**src/rtl/uart_tx_arbiter.sv**
```systemverilog
// uart_tx_arbiter
//   Packet-level round-robin arbiter that shares one UART transmitter among NUM_REQ byte
//   sources. A grant is held until the source's last byte is accepted. The arbiter then waits
//   for that byte to leave the one-entry holding register, inserts GAP_CYCLES idle cycles and
//   re-arbitrates.
// Ports
//   clk, rst        : clock and synchronous active-high reset
//   req_valid/data/last : per-source byte stream; source i data at [i*WORD_LEN +: WORD_LEN]
//   req_ready       : per-source accept; only the granted bit can be set
//   tx_data, tx_data_valid / tx_data_ready : holding register towards the UART
//   grant_id        : index of the current or most recently granted source
//   busy            : arbiter is not idle

module uart_tx_arbiter #(
    parameter int unsigned NUM_REQ    = 4,
    parameter int unsigned WORD_LEN   = 8,
    parameter int unsigned GAP_CYCLES = 16,
    localparam int unsigned GID_W     = (NUM_REQ > 1) ? $clog2(NUM_REQ) : 1
) (
    input  logic                        clk,
    input  logic                        rst,
    input  logic [NUM_REQ-1:0]          req_valid,
    input  logic [NUM_REQ*WORD_LEN-1:0] req_data,
    input  logic [NUM_REQ-1:0]          req_last,
    output logic [NUM_REQ-1:0]          req_ready,
    output logic [WORD_LEN-1:0]         tx_data,
    output logic                        tx_data_valid,
    input  logic                        tx_data_ready,
    output logic [GID_W-1:0]            grant_id,
    output logic                        busy
);

    localparam int unsigned GAP_W = (GAP_CYCLES > 0) ? $clog2(GAP_CYCLES + 1) : 1;
    localparam logic [GID_W-1:0] LAST_INIT = GID_W'(NUM_REQ - 1);
    localparam logic [GAP_W-1:0] GAP_TERM  = GAP_W'(GAP_CYCLES - 1);

    typedef enum logic [1:0] {StIdle, StXfer, StDrain, StGap} state_e;

    state_e              state;
    logic [GID_W-1:0]    last_grant;
    logic [GAP_W-1:0]    gap_cnt;

    logic                can_load;
    logic                xfer_load;
    logic                sel_valid;
    logic                sel_last;
    logic [WORD_LEN-1:0] sel_data;
    logic                arb_found;
    logic [GID_W-1:0]    arb_pick;
    logic [GID_W-1:0]    arb_idx;

    // Round-robin search starting one past the last granted source.
    always_comb begin
        arb_found = 1'b0;
        arb_pick  = last_grant;
        arb_idx   = '0;
        for (int unsigned i = 1; i <= NUM_REQ; i++) begin
            arb_idx = GID_W'((32'(last_grant) + i) % NUM_REQ);
            if (!arb_found && req_valid[arb_idx]) begin
                arb_found = 1'b1;
                arb_pick  = arb_idx;
            end
        end
    end

    assign sel_valid = req_valid[grant_id];
    assign sel_last  = req_last[grant_id];
    assign sel_data  = req_data[32'(grant_id) * WORD_LEN +: WORD_LEN];

    // Holding register can take a new byte when empty or emptying this cycle.
    assign can_load  = !tx_data_valid || tx_data_ready;
    assign xfer_load = (state == StXfer) && can_load && sel_valid;
    assign busy      = (state != StIdle);

    always_comb begin
        req_ready = '0;
        if (state == StXfer && can_load) begin
            req_ready[grant_id] = 1'b1;
        end
    end

    always_ff @(posedge clk) begin
        if (rst) begin
            state         <= StIdle;
            tx_data       <= '0;
            tx_data_valid <= 1'b0;
            grant_id      <= '0;
            last_grant    <= LAST_INIT;
            gap_cnt       <= '0;
        end else begin
            // A load in the same cycle as a UART handshake replaces the byte and keeps valid.
            if (xfer_load) begin
                tx_data       <= sel_data;
                tx_data_valid <= 1'b1;
            end else if (tx_data_ready) begin
                tx_data_valid <= 1'b0;
            end

            case (state)
                StIdle: begin
                    if (arb_found) begin
                        grant_id   <= arb_pick;
                        last_grant <= arb_pick;
                        state      <= StXfer;
                    end
                end
                StXfer: begin
                    if (xfer_load && sel_last) begin
                        state <= StDrain;
                    end
                end
                StDrain: begin
                    if (can_load) begin
                        gap_cnt <= '0;
                        state   <= (GAP_CYCLES == 0) ? StIdle : StGap;
                    end
                end
                StGap: begin
                    if (gap_cnt == GAP_TERM) begin
                        gap_cnt <= '0;
                        state   <= StIdle;
                    end else begin
                        gap_cnt <= gap_cnt + GAP_W'(1);
                    end
                end
                default: state <= StIdle;
            endcase
        end
    end

endmodule

```
**config.mk**
```make
export PLATFORM = sky130hd
export DESIGN_NAME = uart_tx_arbiter
export DESIGN_NICKNAME = d
export VERILOG_FILES = /design/src/rtl/uart_tx_arbiter.sv
export SDC_FILE = /design/constraint.sdc
export NUM_CORES = 1
export LEC_CHECK = 0
export BUFFER_PORTS_ARGS = -buffer_cell sky130_fd_sc_hd__buf_2
export CAP_MARGIN = 20
export CORE_UTILIZATION = 51
export CTS_BUF_LIST = sky130_fd_sc_hd__clkbuf_2 sky130_fd_sc_hd__clkbuf_4 sky130_fd_sc_hd__clkbuf_8
export DETAILED_ROUTE_END_ITERATION = 7
export PLACE_DENSITY = 0.87
export SLEW_MARGIN = 10
export SYNTH_ARGS = -nofsm -noshare
export SYNTH_HDL_FRONTEND = slang
export SYNTH_SLANG_ARGS = --single-unit
```
**constraint.sdc**
```tcl
create_clock -name clk -period 3.04 [get_ports clk]
set_input_delay 0.152 -clock clk [delete_from_list [all_inputs] [get_ports clk]]
set_output_delay 0.152 -clock clk [all_outputs]
set_load 0.02 [all_outputs]
```
# After elaboration in Yosys (flattened, before gate mapping)
# Cells that the tools add are included.
dict set report totals {
  output_inout_bits 16
  register_bits 20
  input_bits 43
  word_cells 78
}
dict set report classes {
  order_cmp 6
  shift 1
  add_sub_neg 5
  eq_ne 8
  reduce_logical 19
  n_mux 33
}
# op count
set ops {}
lappend ops {{indexed part select 32 x 6 -> 8 bit} 1}
lappend ops {{two-way mux 2 bit} 8}
lappend ops {{< comparator 2 x 3 -> 1 bit (second input constant)} 5}
lappend ops {{two-way mux 1 bit} 13}
lappend ops {{binary-select mux 1 bit (select 2 bit)} 6}
lappend ops {{two-way mux 5 bit} 2}
lappend ops {{one-hot mux 5 bit (2 select lines)} 1}
lappend ops {{one-hot mux 2 bit (4 select lines)} 1}
lappend ops {{logical AND 1 bit} 7}
lappend ops {{!= test 2 bit (second input constant)} 3}
lappend ops {{nonzero test 2 bit} 3}
lappend ops {{adder 5 x 1 -> 5 bit (second input constant)} 1}
lappend ops {{equality test 5 x 4 -> 1 bit (second input constant)} 1}
lappend ops {{adder 2 x 1 -> 2 bit (second input constant)} 2}
lappend ops {{adder 2 bit (second input constant)} 2}
lappend ops {{equality test 2 bit (second input constant)} 2}
lappend ops {{zero test 1 bit} 4}
lappend ops {{two-way mux 4 bit} 1}
lappend ops {{AND reduction 2 bit} 2}
lappend ops {{AND reduction 4 bit} 1}
lappend ops {{demux 1 bit (select 2 bit)} 1}
lappend ops {{equality test 2 x 1 -> 1 bit (second input constant)} 1}
lappend ops {{>= comparator 2 x 1 -> 1 bit (second input constant)} 1}
lappend ops {{zero test 2 bit} 1}
lappend ops {{2 further kinds} 2}

# Depth between registers and ports, before layout
dict set report depth {
  ltp_word 15
  mapped_depth 7
  mapped_depth_nobuf 7
}

# Least setup slack after synthesis
# Ideal clock, no wire load.
dict set report synth_timing {
  path_type {flip-flop to flip-flop}
  startpoint {register grant_id[0]}
  endpoint {register tx_data[1]}
  required_ns 2.912
  stages_incl_launch_ff 7
  setup_ns 0.128
  setup_slack_ns 1.376
  t_arrival_ns 1.536
  n_path_buf 2
  path_cell_list {dfxtp_1 > buf_6 > mux4_2 > nand3_2 > buf_12 > mux2i_1 > nor2_1}
}
dict set report synth_via {
  elab_chain_len 3
  elab_cells_between_ends 4
  cone_classes {shift: 1; mux: 2; reduce/logical: 1}
}
# element line_no
set synth_rtl {}
lappend synth_rtl {{start, declared} 29} ;# output logic [GID_W-1:0] grant_id,
lappend synth_rtl {{start signal, assigned} 102} ;# grant_id <= arb_pick;
lappend synth_rtl {{branches (longest 3 deep; another with indexed part select 32 x 6 -> 8 bit)} n/a}
lappend synth_rtl {{end signal, assigned} 93} ;# tx_data <= sel_data;
lappend synth_rtl {{end, declared} 26} ;# output logic [WORD_LEN-1:0] tx_data,
# Parallel ways; which one is timed is not known. The select of a mux whose other input is x is not followed.
# A chain may end at the register's enable or synchronous reset.

# Worst setup path in the final report
dict set report layout_timing {
  startpoint {register grant_id[0]}
  endpoint {register state[1]}
}
dict set report layout_via {
  elab_chain_len 6
  elab_cells_between_ends 8
  cone_classes {eq/ne: 1; mux: 4; reduce/logical: 3}
}
# element line_no
set layout_rtl {}
lappend layout_rtl {{binary-select mux 1 bit (select 2 bit)} 66} ;# assign sel_valid = req_valid[grant_id];
lappend layout_rtl {{two-way mux 1 bit (not written as such)} 66}
lappend layout_rtl {{logical AND 1 bit} 72} ;# assign xfer_load = (state == StXfer) && can_load && sel_valid;
lappend layout_rtl {{logical AND 1 bit (*)} 108} ;# if (xfer_load && sel_last) begin
lappend layout_rtl {{!= test 2 x 1 -> 1 bit (no source line) (*)} n/a}
lappend layout_rtl {{AND reduction 4 bit (no source line) (*)} n/a}
lappend layout_rtl {{end signal, assigned} 84} ;# state <= StIdle;
lappend layout_rtl {{end signal, assigned} 109} ;# state <= StDrain;
lappend layout_rtl {{end signal, assigned} 115} ;# state <= (GAP_CYCLES == 0) ? StIdle : StGap;
lappend layout_rtl {{end, declared} 39} ;# state_e state;
# Mark *: on every way between the ends. The rest lies on a longest branch, timed or not. The select of a mux whose other input is x is not followed.

==> flow_summary.yaml <==
outcome:
  outcome: "completed"
worst_setup_path:
  worstSetupStartpointType: "flip-flop"
  r2r_cells: 6
  r2r-end: "state[1]"
  critPathMaxFanout: 8
  critPathCaptureType: "flip-flop"
  reg2reg_from: "grant_id[0]"
  critPathRequiredTime_ns: 3.28
  arrival_ns: 2.22
  worstSetupPathType: "reg -> reg"
  reg2reg_slack_ns: 1.06
power:
  power.switching_w: 0.000506
  p_seq_share_pct: 33.1
  clockPowerShare_pct: 13.1
  ir_drop_uv: 564
  total_leakage_power_nw: 0.771
  p_comb_share_pct: 53.8
  p_sw_share_pct: 42.4
  internal_power_w: 0.000688
  powerDensity_mw_per_mm2: 771
sta:
  hold_viol: 0
  setup_viol: 0
  clock.fmax_ghz: 0.505
  fin_worst_skew_ns: 0.00576
  period_share_pct: 65.1
  tightest_slew_ns: 0.570
  slew_violations: 0
  fin_crit_ns: 1.98
  rsz0062_at_grt: "no"
  setup_tns_ns: 0
  slew_headroom_pct: 62.0
logic_synthesis:
  yosys-top-cells-area: "dfxtp_1 33%, mux4_2 17%, mux2i_1 8.2%"
  yosysMostFrequentCell: "dfxtp_1"
  synthTopCellsByCount: "20 x dfxtp_1, 17 x nor2_1, 10 x mux2i_1"
  async_flop_share_pct: 0
  yosysSeqAreaShare_pct: 32.6
  synth_area_mm2: 0.00123
  ys_seq_elements: 20
  synth_ff_type: "dfxtp_1"
  synthCells: 127
  yosysWarnings: 0
  synth_top_area_share_pct: 32.6
  synth.distinct_cells: 37
  synth_edf_count: 0
  yosysTopAreaCell: "dfxtp_1"
  syn_avg_cell_area_um2: 9.66
  syn_nets: 175
detailed_routing:
  via_per_inst: 5.83
  drc: 0
  wl_met2_um: 1470
  drt-total-wl_um: 3010
  top_layer: "met4"
  drt-met1-wl_um: 1290
  dr_total_vias: 1236
  first_pass_iters: 4
  drt-initial-drc-count: 26
  wire_per_inst_um: 14.2
  ant_nets: 0
  wl_met3_um: 241
global_route:
  grt_use_total_pct: 24.9
  grt_overflow: 0
  grt_pass1_wl_um: 4900
  antenna_found_initial: 0
  grt_pass1_vias: 1152
  grt_start_max_net_pins: 22
floorplan:
  dieWidth_um: 51.1
  io_pins: 59
  die_h_um: 51.1
  die_area_mm2: 0.00261
  rows: 17
  initial_core_util_pct: 55.0
  coreArea_mm2: 0.00223
clock_network:
  cts_tree: "built"
  clk_pin_slew_worst_paths_ns: 0.12
  holdBufCountCts: 0
  clockRootBuffer: "clkbuf_4"
  clock_latency_ns: 0.30
  postCtsSetupRepairBufs: 0
  cts-htree-levels: 1
  cts_resized: 0
  clock-sinks: 20
  cts_buffers: 3
  clockBufferDepth: 2
job:
  maxCapViolCount: 0
finish:
  area_growth_pct: 26.2
  final_cells: 212
  nNetsFinal: 233
  num_antenna_cells: 0
  final_util_pct: 69.4
  drive_gt1_share_pct: 40.8
place:
  dp.cells: 208
  io_buffers: 58
  place.gp.congestion: 0.751
  hpwl_um: 2350
worst_hold_path:
  hp-class: "in -> reg"
  hold_start: "rst"
  hold_depth: 2
  whs_endpoint: "gap_cnt[1]"
-- critical path: stages, from the launching register on --
cell and delay [ns]:
dfxtp_1 0.55, buf_4 0.25, mux2_1 0.32, and3_1 0.18, o21ai_1 0.21, a21o_1 0.21, mux2i_1 0.19
-- cells by family after synthesis --
kind of cell / count (synthesis) / share of synthesized area (%)
multiplexers: 21 / 26.5
adder cells (fa/ha/maj): 5 / 5.10
AO/OA/AOI/OAI: 24 / 12.2
flip-flops: 20 / 32.6
AND/OR/NAND/NOR: 44 / 17.5
buffers and inverters: 13 / 6.01
-- power by group through the flow --
stage	Clock (W)	Combinational, W	Sequential, W
after detailed placement	0	0.000634	0.000402
after global placement	0	0.000614	0.000396
after global routing	0.000171	0.000700	0.000406
after CTS	0.000161	0.000642	0.000395
after floorplan	0	0.000485	0.000414
final	0.000156	0.000642	0.000396
-- state kept, by name (all words and copies together) (netlist names) --
name,cells
state,2
tx_data,8
grant_id,2
last_grant,2
gap_cnt,5
tx_data_valid,1
-- placed cells by master, fill, tap and decap left out, drive strengths merged, types with 2 or more instances in the layout --
| master | Yosys | routed |
|---|---|---|
| dfxtp | 20 | 20 |
| buf | 4 | 59 |
| mux2 | 2 | 2 |
| inv | 7 | 7 |
| nand3 | 5 | 5 |
| clkbuf | 2 | 4 |
| nor3 | 4 | 4 |
| nand2 | 7 | 7 |
| mux2i | 10 | 10 |
| a211oi | 2 | 2 |
| nand2b | 4 | 4 |
| nor2 | 17 | 17 |
| ha | 5 | 5 |
| o21ai | 6 | 6 |
| mux4 | 9 | 9 |
| a21oi | 9 | 9 |
-- per-stage QoR --
| stage | hold WS (ns) | power [W] | area [µm²] | setup WS [ns] |
|---|---|---|---|---|
| after floorplan | 0.332 | 0.000899 | 1230 | 1.38 |
| after global placement | 0.463 | 0.00101 | 1510 | 1.20 |
| after detailed placement | 0.473 | 0.00104 | 1510 | 1.14 |
| after CTS | 0.242 | 0.00120 | 1550 | 1.05 |
| after global routing | 0.250 | 0.00128 | 1550 | 0.898 |
| final | 0.245 | 0.00119 | 1550 | 1.06 |
-- how the worst max path moves through the flow --
stage                start    endpoint  slack [ns]  cells past startpoint
2_1_floorplan  grant_id[0]  tx_data[1]        1.38                      6
3_3_place_gp   grant_id[0]    state[1]        1.20                      6
3_5_place_dp   grant_id[0]    state[1]        1.14                      6
4_1_cts        grant_id[0]    state[1]        1.05                      6
5_1_grt        grant_id[0]    state[1]        0.90                      6
6_report       grant_id[0]    state[1]        1.06                      6
-- routing by layer --
layer | vias up | GRT usage (%)
li1 | 579 | -
met1 | 601 | 30.0
met2 | 54 | 44.7
met3 | 2 | 4.46
met4 | 0 | 6.94
met5 | - | 0
-- cell type report --
class	instances	area (µm²)
fillers	169	684
multi-input cells	94	753
inverters	7	26.3
repair buffers	59	298
clock buffers	4	36.3
flip-flops and latches	20	400
well taps	28	35.0
(Power assumes the default switching activity.)
